$ cat src/rtl/sigmoid_backward_4slice_pkg.sv
// Shared Q16.16 constants for the piecewise-linear sigmoid (forward and backward blocks).
// Breakpoints, slopes and the segment-to-slope lookup live here so all sigmoid blocks agree.
package sigmoid_pkg;

    localparam int FRAC_W = 16;
    localparam int DATA_W = 32;

    typedef logic signed [DATA_W-1:0] q16_t;

    localparam q16_t X1 = 32'shFFFC_0000;
    localparam q16_t X2 = 32'shFFFF_0000;
    localparam q16_t X3 = 32'sh0001_0000;
    localparam q16_t X4 = 32'sh0004_0000;

    localparam q16_t M1 = 32'sh0000_0000;
    localparam q16_t M2 = 32'sh0000_1567;
    localparam q16_t M3 = 32'sh0000_3B2A;
    localparam q16_t M4 = 32'sh0000_1567;
    localparam q16_t M5 = 32'sh0000_0000;

    typedef enum logic [2:0] {
        SEG_1 = 3'd0,
        SEG_2 = 3'd1,
        SEG_3 = 3'd2,
        SEG_4 = 3'd3,
        SEG_5 = 3'd4
    } seg_e;

    function automatic q16_t seg_slope(input seg_e seg);
        q16_t m;
        case (seg)
            SEG_1:   m = M1;
            SEG_2:   m = M2;
            SEG_3:   m = M3;
            SEG_4:   m = M4;
            SEG_5:   m = M5;
            default: m = 32'sh0000_0000;
        endcase
        return m;
    endfunction

endpackage

$ cat src/rtl/sigmoid_backward_4slice_if.sv
// Valid/ready stream bundle for the sigmoid backward block: (x, grad) in, dL/dx out.
interface sigmoid_backward_4slice_if;
    import sigmoid_pkg::*;

    logic in_valid;
    logic in_ready;
    q16_t x_in;
    q16_t grad_in;
    logic out_valid;
    logic out_ready;
    q16_t grad_out;

    modport master (
        output in_valid, x_in, grad_in, out_ready,
        input  in_ready, out_valid, grad_out
    );

    modport slave (
        input  in_valid, x_in, grad_in, out_ready,
        output in_ready, out_valid, grad_out
    );

endinterface

$ cat src/rtl/sigmoid_backward_4slice_slope_select.sv
// Combinational segment decode: maps a Q16.16 x onto the slope of its sigmoid segment.
// A value sitting exactly on a breakpoint belongs to the segment above it.
module sigmoid_slope_select
    import sigmoid_pkg::*;
(
    input  q16_t x,
    output q16_t m
);

    seg_e seg_s;

    // Signed range decode; strict less-than pushes breakpoint values upward.
    always_comb begin
        seg_s = SEG_5;
        if (x < X1) begin
            seg_s = SEG_1;
        end else if (x < X2) begin
            seg_s = SEG_2;
        end else if (x < X3) begin
            seg_s = SEG_3;
        end else if (x < X4) begin
            seg_s = SEG_4;
        end else begin
            seg_s = SEG_5;
        end
    end

    assign m = seg_slope(seg_s);

endmodule

$ cat src/rtl/sigmoid_backward_4slice.sv
// Sigmoid backward pass, 3-stage pipeline: grad_out = (grad_in * m_k) >>> 16.
// Optional macro SIGMOID_BWD_ROUND_EN: round half up before the shift instead of truncating.
module sigmoid_backward_4slice
    import sigmoid_pkg::*;
(
    input  logic                       clk,
    input  logic                       rst,
    sigmoid_backward_4slice_if.slave   bus
);

`ifdef SIGMOID_BWD_ROUND_EN
    localparam logic signed [2*DATA_W-1:0] ROUND_ADD = 64'sh0000_0000_0000_8000;
`else
    localparam logic signed [2*DATA_W-1:0] ROUND_ADD = 64'sh0000_0000_0000_0000;
`endif

    logic                       en_s;
    q16_t                       m_sel_s;
    logic                       v1_r;
    logic                       v2_r;
    logic                       v3_r;
    q16_t                       m1_r;
    q16_t                       g1_r;
    logic signed [2*DATA_W-1:0] prod_r;
    q16_t                       grad_out_r;

    // Whole pipe advances together; it only freezes when a result is waiting downstream.
    assign en_s          = ~v3_r | bus.out_ready;
    assign bus.in_ready  = en_s;
    assign bus.out_valid = v3_r;
    assign bus.grad_out  = grad_out_r;

    sigmoid_slope_select u_slope_select (
        .x (bus.x_in),
        .m (m_sel_s)
    );

    // S1: capture the selected slope and the upstream gradient.
    always_ff @(posedge clk) begin
        if (rst) begin
            v1_r <= 1'b0;
            m1_r <= 32'sh0000_0000;
            g1_r <= 32'sh0000_0000;
        end else if (en_s) begin
            v1_r <= bus.in_valid;
            m1_r <= m_sel_s;
            g1_r <= bus.grad_in;
        end else begin
            v1_r <= v1_r;
        end
    end

    // S2: full-precision signed product.
    always_ff @(posedge clk) begin
        if (rst) begin
            v2_r   <= 1'b0;
            prod_r <= 64'sh0000_0000_0000_0000;
        end else if (en_s) begin
            v2_r   <= v1_r;
            prod_r <= (2*DATA_W)'(g1_r) * (2*DATA_W)'(m1_r);
        end else begin
            v2_r   <= v2_r;
        end
    end

    // S3: rescale to Q16.16; |m_k| < 1 so the low word never overflows.
    always_ff @(posedge clk) begin
        if (rst) begin
            v3_r       <= 1'b0;
            grad_out_r <= 32'sh0000_0000;
        end else if (en_s) begin
            v3_r       <= v2_r;
            grad_out_r <= DATA_W'((prod_r + ROUND_ADD) >>> FRAC_W);
        end else begin
            v3_r       <= v3_r;
        end
    end

endmodule

$ cat src/flat_wrapper.sv
// flat-port wrapper written by rule: the top's interface ports become plain ports
module sigmoid_backward_4slice_flat import sigmoid_pkg::*;
  (clk, rst, bus_in_valid, bus_x_in, bus_grad_in, bus_out_ready, bus_in_ready, bus_out_valid, bus_grad_out);
  sigmoid_backward_4slice_if bus_i ();
  input  logic clk;
  input  logic rst;
  input wire logic [$bits(bus_i.in_valid)-1:0] bus_in_valid;
  input wire logic [$bits(bus_i.x_in)-1:0] bus_x_in;
  input wire logic [$bits(bus_i.grad_in)-1:0] bus_grad_in;
  input wire logic [$bits(bus_i.out_ready)-1:0] bus_out_ready;
  output wire logic [$bits(bus_i.in_ready)-1:0] bus_in_ready;
  output wire logic [$bits(bus_i.out_valid)-1:0] bus_out_valid;
  output wire logic [$bits(bus_i.grad_out)-1:0] bus_grad_out;
  assign bus_i.in_valid = bus_in_valid;
  assign bus_i.x_in = bus_x_in;
  assign bus_i.grad_in = bus_grad_in;
  assign bus_i.out_ready = bus_out_ready;
  assign bus_in_ready = bus_i.in_ready;
  assign bus_out_valid = bus_i.out_valid;
  assign bus_grad_out = bus_i.grad_out;
  sigmoid_backward_4slice u_core (.clk(clk), .rst(rst), .bus(bus_i));
endmodule
$ cat config.mk
export PLATFORM = sky130hd
export DESIGN_NAME = sigmoid_backward_4slice_flat
export DESIGN_NICKNAME = d
export VERILOG_FILES = /design/src/rtl/sigmoid_backward_4slice_pkg.sv /design/src/rtl/sigmoid_backward_4slice_if.sv /design/src/rtl/sigmoid_backward_4slice_slope_select.sv /design/src/rtl/sigmoid_backward_4slice.sv /design/src/flat_wrapper.sv
export SDC_FILE = /design/constraint.sdc
export NUM_CORES = 1
export LEC_CHECK = 0
export CORE_MARGIN = 2
export CORE_UTILIZATION = 47
export DETAILED_ROUTE_END_ITERATION = 10
export PLACE_DENSITY = 0.73
export REMOVE_ABC_BUFFERS = 1
export SYNTH_ARGS = -nofsm -noshare
export SYNTH_HDL_FRONTEND = slang
export SYNTH_SLANG_ARGS = --single-unit
$ cat constraint.sdc
create_clock -name clk -period 6.9 [get_ports clk]
set_input_delay 1.38 -clock clk [delete_from_list [all_inputs] [get_ports clk]]
set_output_delay 1.38 -clock clk [all_outputs]
set_load 0.02 [all_outputs]
; Word-level counts from Yosys, hierarchy flattened
; Cells that the tools add are included.
[word_totals]
word_cells = 23
regBits = 129
[op_classes]
n_mul = 1
n_reduce_logical = 1
muxes = 5
n_eq_ne = 3
n_lt_le_gt_ge = 4
n_bitwise = 2
[ops]
columns = operator, count
row1 = $mul 32x15->47, 1
row2 = $lt 32x17->1 const B, 1
row3 = $lt 32x18->1 const B, 1
row4 = $lt 32x19->1 const B, 1
row5 = $lt 32x20->1 const B, 1
row6 = $pmux 14 s2, 1
row7 = $mux 3, 4
row8 = $eq 3x2->1 const B, 2
row9 = $eq 3x1->1 const B, 1
row10 = $reduce_or 2->1, 1
row11 = $not 1->1, 1
row12 = $or 1x1->1, 1

; Depth between registers and ports, before layout
; Gate-level depths: netlist of run 1.
[depth]
word_depth = 8
mapped_depth = 28
ltp_nobuf = 24

; By module
; From an unflattened synthesis of run 1, not the netlist that was laid out.
[hier_totals]
cells_unflattened = 3751
hier_area_um2 = 33656.0
[modules_own_cells]
columns = mod, area_each_um2, n_inst, cells_each
row1 = sigmoid_backward_4slice, 33335.7, 1, 3704
row2 = sigmoid_slope_select, 320.3, 1, 47

; Worst setup path before layout of run 1
; Ideal clock, no wire load.
[synth_path]
kind = reg-to-reg
startpoint = reg u_core.m1_r[10]
endpoint = reg u_core.prod_r[45]
setup_slack_ns = 0.084
stages_incl_launch_ff = 27
arrival_time_ns = 6.699
required_ns = 6.783
period_less_slack_ns = 6.816
setup_ns = 0.117
cell_sequence = dfxtp_1 > clkbuf_1 > clkbuf_1 > buf_1 > buf_1 > nand2_1 > inv_1 > fa_1 > inv_1 > fa_1 > inv_1 > fa_1 > fa_1 > fa_1 > inv_1 > fa_1 > inv_1 > ha_1 > a21o_1 > a21o_1 > a21oi_1 > nor2_1 > a211oi_1 > a21oi_2 > o32ai_1 > o21ai_0 > a32o_1
[synth_via]
elab_chain_cells = 1
[synth_rtl]
columns = element, line
row1 = start: declaration, sigmoid_backward_4slice.sv:22  ; q16_t m1_r;
row2 = start signal: assignment, sigmoid_backward_4slice.sv:46  ; m1_r <= m_sel_s;
row3 = $mul 32x15->47, sigmoid_backward_4slice.sv:60  ; prod_r <= (2*DATA_W)'(g1_r) * (2*DATA_W)'(m1_r);
row4 = end signal: assignment, sigmoid_backward_4slice.sv:60
row5 = end: declaration, sigmoid_backward_4slice.sv:24  ; logic signed [2*DATA_W-1:0] prod_r;
; Every way passes these cells.
; A chain may end at the register's enable or synchronous reset.

; Final worst setup path of run 1
[layout_path]
startpoint = reg u_core.m1_r[12]
endpoint = reg u_core.prod_r[45]
; Same word-level chain as after synthesis.

==> results of run 1 <==
[power by group through the flow]
stage | registers, mW | clock network, mW | logic, mW
floorplan | 0.633 | 0 | 0.0995
global placement | 0.637 | 0 | 0.187
detailed placement | 0.638 | 0 | 0.191
CTS | 0.624 | 0.583 | 0.193
global route | 0.628 | 0.601 | 0.214
finish | 0.626 | 0.567 | 0.192
[metal layers]
metal / up-vias / wire length [um] / share of wire [%]
met2: 383 / 20790 / 50
met4: 0 / 1501 / 3.6
met1: 6205 / 16530 / 40
met5: - / 0 / 0
met3: 91 / 2402 / 5.8
li1: 5852 / - / -
[cell type report]
class | instances | area [um2]
Clock buffer | 10 | 239.0
Clock inverter | 6 | 77.57
Fill cell | 3171 | 16350
Inverter | 355 | 1333
Multi-Input combinational cell | 1331 | 12710
Sequential cell | 100 | 2009
Tap cell | 455 | 569.3
Timing Repair Buffer | 112 | 1084
[cell usage in the layout (no fill, tap or decap), types with 4 or more instances in the layout]
master	count
a31oi_1	5
maj3_1	28
nand2_1	299
o21bai_1	4
nand4_1	11
or4_1	4
clkbuf_16	9
nor4b_1	4
nor2_1	67
a211oi_1	6
and3_1	5
a21o_1	20
nand2_2	5
a21oi_1	121
or3_1	10
o21ai_0	33
ha_1	119
dfxtp_2	6
clkdlybuf4s50_1	84
xnor2_1	63
dfxtp_1	94
buf_4	24
inv_1	352
fa_1	298
and2_1	44
and4_1	4
nor2b_1	4
nand3_1	40
nor4_1	5
nor3_1	15
nand2b_1	4
xor2_1	64
[repair_timing]
action	4_1_cts	5_1_grt
endpoints found under the setup margin	0	6
gates resized for setup	0	18
endpoints found under the hold margin	0	0
setup buffers	0	1
[path summary, 6_finish.rpt]
check                                                    startpoint                             endpoint  slack, ns
worst max register to register         u_core.m1_r[12]$_SDFFE_PP0P_       u_core.prod_r[45]$_SDFFE_PP0P_       0.31
worst min register to register  u_core.bus.grad_out[4]$_SDFFE_PP0P_  u_core.bus.grad_out[4]$_SDFFE_PP0P_       0.45
worst max-delay path                   u_core.m1_r[12]$_SDFFE_PP0P_       u_core.prod_r[45]$_SDFFE_PP0P_       0.31
worst min-delay path            u_core.bus.grad_out[4]$_SDFFE_PP0P_  u_core.bus.grad_out[4]$_SDFFE_PP0P_       0.45
[worst reg2reg max path, cell delays in order, from the launching register on]
cell and delay, ns:
dfxtp_1 0.33, buf_6 0.17, and2_1 0.27, fa_1 0.54
inv_1 0.08, fa_1 0.54, inv_1 0.05, fa_1 0.48
fa_1 0.50, fa_2 0.59, inv_1 0.07, fa_1 0.49
inv_1 0.05, ha_1 0.33, and4_1 0.24, nand4_1 0.11
buf_4 0.16, a2111oi_4 0.37, o211ai_1 0.28, a21oi_2 0.29
o2111a_1 0.25, nor3_1 0.08, a32o_1 0.22
[cell families (layout without fill, tap and decap cells)]
family,count (synthesis),after routing
AO/OA/AOI/OAI,223,223
XOR/XNOR,128,128
adder cells (fa/ha/maj),447,447
buffers and inverters,436,483
flip-flops,100,100
multiplexers,3,3
AND/OR/NAND/NOR,530,530
[sequential cells by signal (all words and copies together) (netlist names)]
name                  count
u_core.bus.grad_out      31
u_core.bus.out_valid      1
u_core.g1_r              32
u_core.m1_r               3
u_core.prod_r            31
u_core.v1_r               1
u_core.v2_r               1
[through the flow]
stage	TNS, ns	utilization (%)	hold slack [ns]	setup WS [ns]	instances
finish	0	52.42	0.4500	0.3106	2369
global route	0	52.42	0.4656	0.007190	2369
CTS	0	52.25	0.4524	0.2423	2368
detailed placement	0	51.33	0.4428	0.2747	2352
global placement	0	51.33	0.4393	0.3396	2352
floorplan	-182.36	-	0.4260	-2.751	1786
==> summary.md, run 1 <==
| Metric | Value |
|---|---|
| Initial core utilization | 47.43% |
| Critical path's slowest cell | fa_2 |
| H-Tree Depth | 3 |
| Max incr delay on CP | 0.59 ns |
| Fmax | 0.1518 GHz |
| First-pass DRT Iterations | 6 |
| Ports | 102 |
| # rows | 68 |
| Status | completed |
| HPWL after detailed placement | approximately 34000 um |
| Synth Instances | 1867 |
| Post-synth top area cell | fa_1 |
| Mux contribution to synthesized area | 0.1842% |
| Routed len/inst | 17.40 um |
| Critical Path RT | ~7.2 ns |
| Cell family with most CP delay | adder cells |
| Initial antenna violation count | 0 |
| Die W | about 190 um |
| Crit-path max FO | 18 |
| HP Class | reg2reg |
| Post-Syn Area | 0.01630 mm2 |
| Compound-Gate Fraction of Synth Area | 8.418% |
| Met2 usage | 43.59% |
| Final Power | 1.384 mW |
| Startpoint Class | flop |
| CP cell instances | buf_6, and2_1, fa_1, inv_1, fa_1, inv_1, fa_1, fa_1, fa_2, inv_1, fa_1, inv_1, ha_1, and4_1, nand4_1, buf_4, a2111oi_4, o211ai_1, a21oi_2, o2111a_1, nor3_1, a32o_1 |
| Synth cell count leaders | inv_1 (353), nand2_1 (302), fa_1 (300), a21oi_1 (121), ha_1 (119) |
| Vias | 12.53k |
| Critical path capture point type | flop |
| Most common cell in the netlist | inv_1 |
| Nets | around 2.4k |
| CP dominant cell by count | fa_1 |
| Power density over cell area | 76.83 mW/mm2 |
| Register bit total from synthesis | 100 |
| Crit path DAT | 6.86 ns |
| Ys async rst share | 0% |
| Pin count of the biggest net entering global routing | 89 |
| GR Util met3 | 3.773% |
| Hold Path Depth | 2 |
| Adder-Cell Fraction of Synth Area | 47.69% |
| Endpoints failing setup | 0 |
| Port bufs | 85 |
| CTS sink cnt | 100 |
| Final wirelength | 41220 um |
| Final Instance Area | 0.01802 mm2 |
| Top_reg_cell synth | dfxtp_1 |
| Worst Reg2Reg Path Length in Cells | 22 |
| Max-Cap Viols | 0 |
| Vias in the first global route | 13.58k |
| Synth Warn # | 0 |
| Met1 Usage GRT | 30.14% |
| Sw Pwr | 405.0 uW |
| DRC Markers | 0 |
| First-pass GRT wire length | between 60000 and 70000 um |
| RSZ-0062 raised after global routing | false |
| Die ar. | 0.03620 mm2 |
| RD Place Congestion | 0.9420 |
| Grt ovf | 0 |
| Max Clock Skew | 0.01609 ns |
| Simple-Gate Fraction of Synth Area | 14.41% |
| Core Region | 0.03437 mm2 |
| Syn avg cell area | 8.733 um2 |
| Leak pwr | 9.345 nW |
| Largest family of logic cells by synthesized area | adder cells |
| Clk network pwr share | approximately two fifths |
| Top Usage Layer GRT | met2 |
| Fin. max-slew vios | 0 |
| Worst path depth | 22 |
| Bufs on Longest Clock Path | 2 |
| Die H | between 150 and 200 um |
| Worst Setup Path Type | reg2reg |
| Total clock buffers created by CTS | 9 |
| Post-synth EDFFs | 0 |
| Remaining antenna violation count | 0 |
| Max IR drop VDD | 0.1213 mV |
| CTS root buf | clkbuf_16 |
| Internal | 979.3 uW |
| Register area share after synthesis | around 12% |
| Clock Pin Slew Worst Setup and Hold Paths | roughly 0.080 ns |
| Area contributors post-synth | fa_1 (37%), dfxtp_1 (12%), ha_1 (9.1%), inv_1 (8.1%), nand2_1 (7.0%) |
| Seq pwr share | ~45% |
| Ant. Diodes | 0 |
| Comb pwr share | 13.8% |
| Vias/cell | 5.290 |
| Switching share of total power | 29.26% |
| Tightest Pin Transition | just under 1 ns |
| Worst path bufs/invs | 6 |
| Placed cell areas | 0.01764 mm2 |
| Period utilization | 95.50% |
| Area growth syn-to-layout | 10.51% |
| Synth cell types | 62 |
| Layout cell share with drive strength beyond 1 | under 10% |
| Yosys top cell area share | 36.84% |
| Final Hold Violating Endpoints | 0 |
| CTS tree | done |
| Worst-skew pair later-pin latency | 0.38 ns |
| Initial drt markers | about 810 |
| GRT Total Usage | 24.38% |
| Min Clock Period, post-route | 6.589 ns |
| CTS Hold Bufs | 0 |
| Slew HR | 35.53% |
| Synth Area in XOR/XNOR | 6.960% |
(Power assumes the default switching activity.)
==> run 2: changes to the inputs <==
Settings changed: CTS_BUF_LIST set to sky130_fd_sc_hd__clkbuf_16, CTS_CLUSTER_SIZE set to 14.
==> summary.md, run 2 (synthesis gave the netlist of run 1 again) <==
| Metric | Value |
|---|---|
| Tightest Pin Transition | 0.9697 ns |
| Max-Cap Viols | 0 |
| Core Region | 0.03437 mm2 |
| Max reg flops | 32 |
| Slew HR | 35.35% |
| Critical path capture point type | flop |
| Bufs on Longest Clock Path | 2 |
| Endpoints failing setup | 0 |
| Port bufs | 85 |
| Routed len/inst | 17.37 um |
| Period utilization | 95.38% |
| Startpoint Class | flop |
| Die H | 190.3 um |
| Vias/cell | 5.300 |
| First-pass DRT Iterations | 7 |
| Fin. max-slew vios | 0 |
| Most frequent cells in the layout | inv_1 (352), nand2_1 (299), fa_1 (298) |
| CTS root buf | clkbuf_16 |
| Vias in the first global route | 13.57k |
| Worst hold slack | 0.4499 ns |
| Die W | 190.3 um |
| Initial antenna violation count | 0 |
| Grt ovf | 0 |
| FILL cells | roughly 3.2k |
| Initial drt markers | 805 |
| RSZ-0062 raised after global routing | false |
| Crit-path max FO | 30 |
| Clock Pin Slew Worst Setup and Hold Paths | 0.08 ns |
| Nets | 2396 |
| Total clock buffers created by CTS | 9 |
| HP Class | reg2reg |
| Power density over cell area | 76.24 mW/mm2 |
| Multi-input gate area | between 0.01 and 0.015 mm2 |
| Min Clock Period, post-route | 6.581 ns |
| Fmax | about 0.15 GHz |
| Pin count of the biggest net entering global routing | slightly below 90 |
| Crit path DAT | 6.85 ns |
| Most common cell after layout, fill and taps aside | inv_1 |
| Ant. Diodes | 0 |
| CTS sink cnt | 100 |
| Layout cell share with drive strength beyond 1 | 4.232% |
| Max IR drop VDD | about 0.12 mV |
| HPWL after detailed placement | 34050 um |
| Worst Setup Path Type | reg2reg |
| Final Power | approximately 1.4 mW |
| Final Instance Area | 0.01801 mm2 |
| Placed cell areas | between 0.015 and 0.02 mm2 |
| GRT Total Usage | 24.37% |
| Status | completed |
| Critical Path RT | 7.17 ns |
| DRC Markers | 0 |
| CTS tree | done |
| # rows | 68 |
| Area growth syn-to-layout | 10.45% |
| First-pass GRT wire length | slightly below 70000 um |
| Worst-skew pair later-pin latency | around 0.38 ns |
| Max Clock Skew | 0.01668 ns |
| Die ar. | 0.03620 mm2 |
| Initial core utilization | 47.43% |
| Final Hold Violating Endpoints | 0 |
| Biggest register | u_core.g1_r |
| Ports | 102 |
| Remaining antenna violation count | 0 |
| Register area | 0.002009 mm2 |
| RD Place Congestion | 0.9420 |
| Vias | about 13k |
| CTS Hold Bufs | 0 |
| Final wirelength | 41150 um |
| Leak pwr | between 9 and 10 nW |
| H-Tree Depth | 3 |
## run 2: cell count changes in the layout (fill, tap and decap cells not counted)
cell,previous run,this run
clkbuf_8,1,0
clkinv_1,0,1
## run 2: final cells by class
class | count | area share (%)
clock inverters | 7 | 0.4516
well taps | 455 | 3.161
clock buffers | 9 | 1.251
multi-input cells | 1331 | 70.56
flip-flops and latches | 100 | 11.16
repair buffers | 112 | 6.017
inverters | 355 | 7.399
## run 2: path summary, 6_finish.rpt
| path | startpoint | end | slack [ns] | cells past startpoint |
|---|---|---|---|---|
| min reg2reg | u_core.bus.grad_out[4]$_SDFFE_PP0P_ | u_core.bus.grad_out[4]$_SDFFE_PP0P_ | 0.45 | 2 |
| max reg2reg | u_core.m1_r[10]$_SDFFE_PP0P_ | u_core.prod_r[45]$_SDFFE_PP0P_ | 0.32 | 22 |
| min | u_core.bus.grad_out[4]$_SDFFE_PP0P_ | u_core.bus.grad_out[4]$_SDFFE_PP0P_ | 0.45 | 2 |
| max | u_core.m1_r[10]$_SDFFE_PP0P_ | u_core.prod_r[45]$_SDFFE_PP0P_ | 0.32 | 22 |
## run 2: per-layer routing
| metal | wire length, um | vias to the layer above | global-route usage [%] |
|---|---|---|---|
| met5 | 0 | - | 0 |
| met4 | 1442 | 0 | 7.931 |
| met3 | 2431 | 85 | 3.773 |
| met2 | 20770 | 401 | 43.56 |
| met1 | 16510 | 6214 | 30.14 |
| li1 | - | 5856 | - |
## run 2: timing repair
| action | 4_1_cts | 5_1_grt |
|---|---|---|
| setup endpoints to repair | 0 | 6 |
| setup buffers | 0 | 1 |
| gates resized for setup | 0 | 18 |
## run 2: report_power, final
part / internal (mW) / switching [mW]
registers: 0.595 / 0.0306
clock network: 0.288 / 0.268
logic: 0.0857 / 0.106
total: 0.968 / 0.405
## run 2: critical path, cell delays in order, from the launching register on
cell and delay (ns):
dfxtp_2 0.34, buf_12 0.17, and2_1 0.25, fa_1 0.53
inv_1 0.06, fa_1 0.55, inv_1 0.06, fa_1 0.48
fa_1 0.58, fa_1 0.52, inv_1 0.05, fa_1 0.49
inv_1 0.04, ha_1 0.34, and4_1 0.23, nand4_1 0.11
buf_4 0.16, a2111oi_4 0.37, o211ai_1 0.28, a21oi_2 0.29
o2111a_1 0.24, nor3_1 0.08, a32o_1 0.22
## run 2: through the flow
stage / instances / util [%] / TNS (ns) / worst slack (ns)
3_5_place_dp: 2352 / 51.33 / 0 / 0.2747
4_1_cts: 2368 / 52.22 / 0 / 0.2417
3_3_place_gp: 2352 / 51.33 / 0 / 0.3396
5_1_grt: 2369 / 52.39 / 0 / 0.006542
6_report: 2369 / 52.39 / 0 / 0.3189
2_1_floorplan: 1786 / - / -182.36 / -2.751
==> run 3: changes to the inputs <==
Settings changed: CORE_UTILIZATION 47 to 50, PLACE_DENSITY 0.73 to 0.77.
==> summary.md, run 3 (synthesis gave the netlist of run 1 again) <==
| Metric | Value |
|---|---|
| Crit-path max FO | 7 |
| Fin worst setup slack | 0.2609 ns |
| Die H | about 180 um |
| HP Class | reg2reg |
| Setup_tns | 0 ns |
| Critical Path RT | slightly above 7 ns |
| CP dominant cell by count | fa_1 |
| Bufs on Longest Clock Path | 2 |
| First-pass DRT Iterations | 6 |
| Slew HR | between 20% and 30% |
| Multi-input gate area | 0.01268 mm2 |
| HPWL after detailed placement | 33250 um |
| GRT Total Usage | 25.46% |
| Setup repair bufs after CTS | 0 |
| Worst hold slack | 0.4534 ns |
| Endpoints failing setup | 0 |
| Critical path capture point type | flop |
| Tightest Pin Transition | 1.063 ns |
| Fmax | approximately 0.15 GHz |
| Worst path bufs/invs | 5 |
| Min Clock Period, post-route | ~6.6 ns |
| CTS tree | done |
| Final wirelength | around 40000 um |
| CTS root buf | clkbuf_16 |
| FILL cells | between 2k and 3k |
| Dpl cells | 2343 |
| Vias/cell | approximately 5.3 |
| Max reg flops | 32 |
| Fin. max-slew vios | 0 |
| Startpoint Class | flop |
| Biggest register | u_core.g1_r |
| Nets | 2399 |
| Layout cell share with drive strength beyond 1 | 3.599% |
| Max IR drop VDD | 0.1496 mV |
| Core Region | 0.03229 mm2 |
| Period utilization | 96.22% |
| Ports | 102 |
| Grt ovf | 0 |
| Status | completed |
| Final Hold Violating Endpoints | 0 |
| Power density over cell area | 76.40 mW/mm2 |
| Total clock buffers created by CTS | 9 |
| Worst-skew pair later-pin latency | about 0.38 ns |
| Layout Cells excl Fill | 2359 |
| Initial core utilization | 50.50% |
| Initial drt markers | just under 800 |
| CTS sink cnt | 100 |
| Pin count of the biggest net entering global routing | just under 100 |
| H-Tree Depth | 3 |
| RSZ-0062 raised after global routing | true |
| RD Place Congestion | 1.002 |
| # rows | 66 |
| Max Clock Skew | between 0.015 and 0.02 ns |
| Area growth syn-to-layout | 10.34% |
| Max incr delay on CP | 0.57 ns |
| Port bufs | 85 |
| Critical path's slowest cell | dfxtp_1 |
| Die W | 184.6 um |
| Remaining antenna violation count | 0 |
| Vias | 12.54k |
| Worst Setup Path Type | reg2reg |
| Vias in the first global route | 13.48k |
| CTS Hold Bufs | 0 |
| CP cell instances | and2_1, inv_1, fa_1, fa_1, inv_1, fa_1, fa_1, fa_1, inv_1, fa_1, inv_1, ha_1, and4_1, nand4_1, buf_4, a2111oi_4, o21ai_2, a2111oi_4, o32a_1, o311ai_0 |
| Ant. Diodes | 0 |
| Most frequent cells in the layout | inv_1 (353), nand2_1 (302), fa_1 (300) |
| First-pass GRT wire length | 67600 um |
| Place WS | 0.2033 ns |
| Leak pwr | between 9 and 10 nW |
| Initial antenna violation count | 0 |
| Max-Cap Viols | 0 |
| Register area | 0.002009 mm2 |
| DRC Markers | 0 |
| Cell family with most CP delay | adder cells |
| Most common cell after layout, fill and taps aside | inv_1 |
| Routed len/inst | 16.92 um |
| Crit path DAT | 6.84 ns |
| Clock Pin Slew Worst Setup and Hold Paths | 0.07 ns |
| Die ar. | 0.03407 mm2 |
==> run 3: cell types whose count changed in the layout (fill, tap and decap cells not counted), moves of 2 or more <==
| cell | change |
|---|---|
| dfxtp_2 | -6 |
| buf_4 | +4 |
| dfxtp_1 | +4 |
| nand2_1 | +3 |
| nand2_2 | -3 |
| and2_1 | +2 |
| and2_2 | -2 |
| buf_6 | -2 |
| dfxtp_4 | +2 |
| fa_1 | +2 |
| fa_2 | -2 |
==> run 3: power by group <==
part	switching, mW	internal [mW]	leakage, nW
logic	0.103	0.0864	8.39
clock network	0.272	0.288	0.148
registers	0.0311	0.594	0.817
total	0.406	0.968	9.36
==> run 3: area by class of cell <==
class	count	share of cell area (%)
Multi-Input combinational cell	1331	70.47
Sequential cell	100	11.17
Inverter	355	7.407
Timing Repair Buffer	115	6.176
Tap cell	442	3.074
Clock buffer	9	1.252
Clock inverter	7	0.4521
==> run 3: repair_timing <==
item,4_1_cts,5_1_grt
setup endpoints to repair,0,11
resized for setup,0,4
endpoints found under the hold margin,0,0
==> run 3: metal layers <==
metal / vias to the layer above / wire, um / global-route usage (%)
met5: - / 0 / 0
met2: 378 / 20040 / 44.21
met4: 0 / 1703 / 10.50
met1: 6204 / 16090 / 31.69
li1: 5858 / - / -
met3: 102 / 2070 / 3.893
==> run 3: through the flow <==
step	cell area [um2]	utilization (%)	power, mW
after global routing	17990	55.72	1.427
after floorplan	16000	-	0.7322
final	17990	55.72	1.374
after CTS	17980	55.68	1.391
after global placement	17670	54.73	0.8230
after detailed placement	17670	54.73	0.8268
==> run 3: final timing paths <==
path | start | endpoint | slack (ns) | depth (start not counted)
setup / recovery | u_core.g1_r[20]$_SDFFE_PP0P_ | u_core.prod_r[40]$_SDFFE_PP0P_ | 0.26 | 20
hold / removal | u_core.bus.grad_out[19]$_SDFFE_PP0P_ | u_core.bus.grad_out[19]$_SDFFE_PP0P_ | 0.45 | 2
setup reg to reg | u_core.g1_r[20]$_SDFFE_PP0P_ | u_core.prod_r[40]$_SDFFE_PP0P_ | 0.26 | 20
hold reg to reg | u_core.bus.grad_out[19]$_SDFFE_PP0P_ | u_core.bus.grad_out[19]$_SDFFE_PP0P_ | 0.45 | 2
==> run 3: worst min-delay path: cells and delay by family (launching register included) <==
kind,cells,cell delay (ns)
compound gates,1,0.05
flops,1,0.31
simple gates,1,0.05
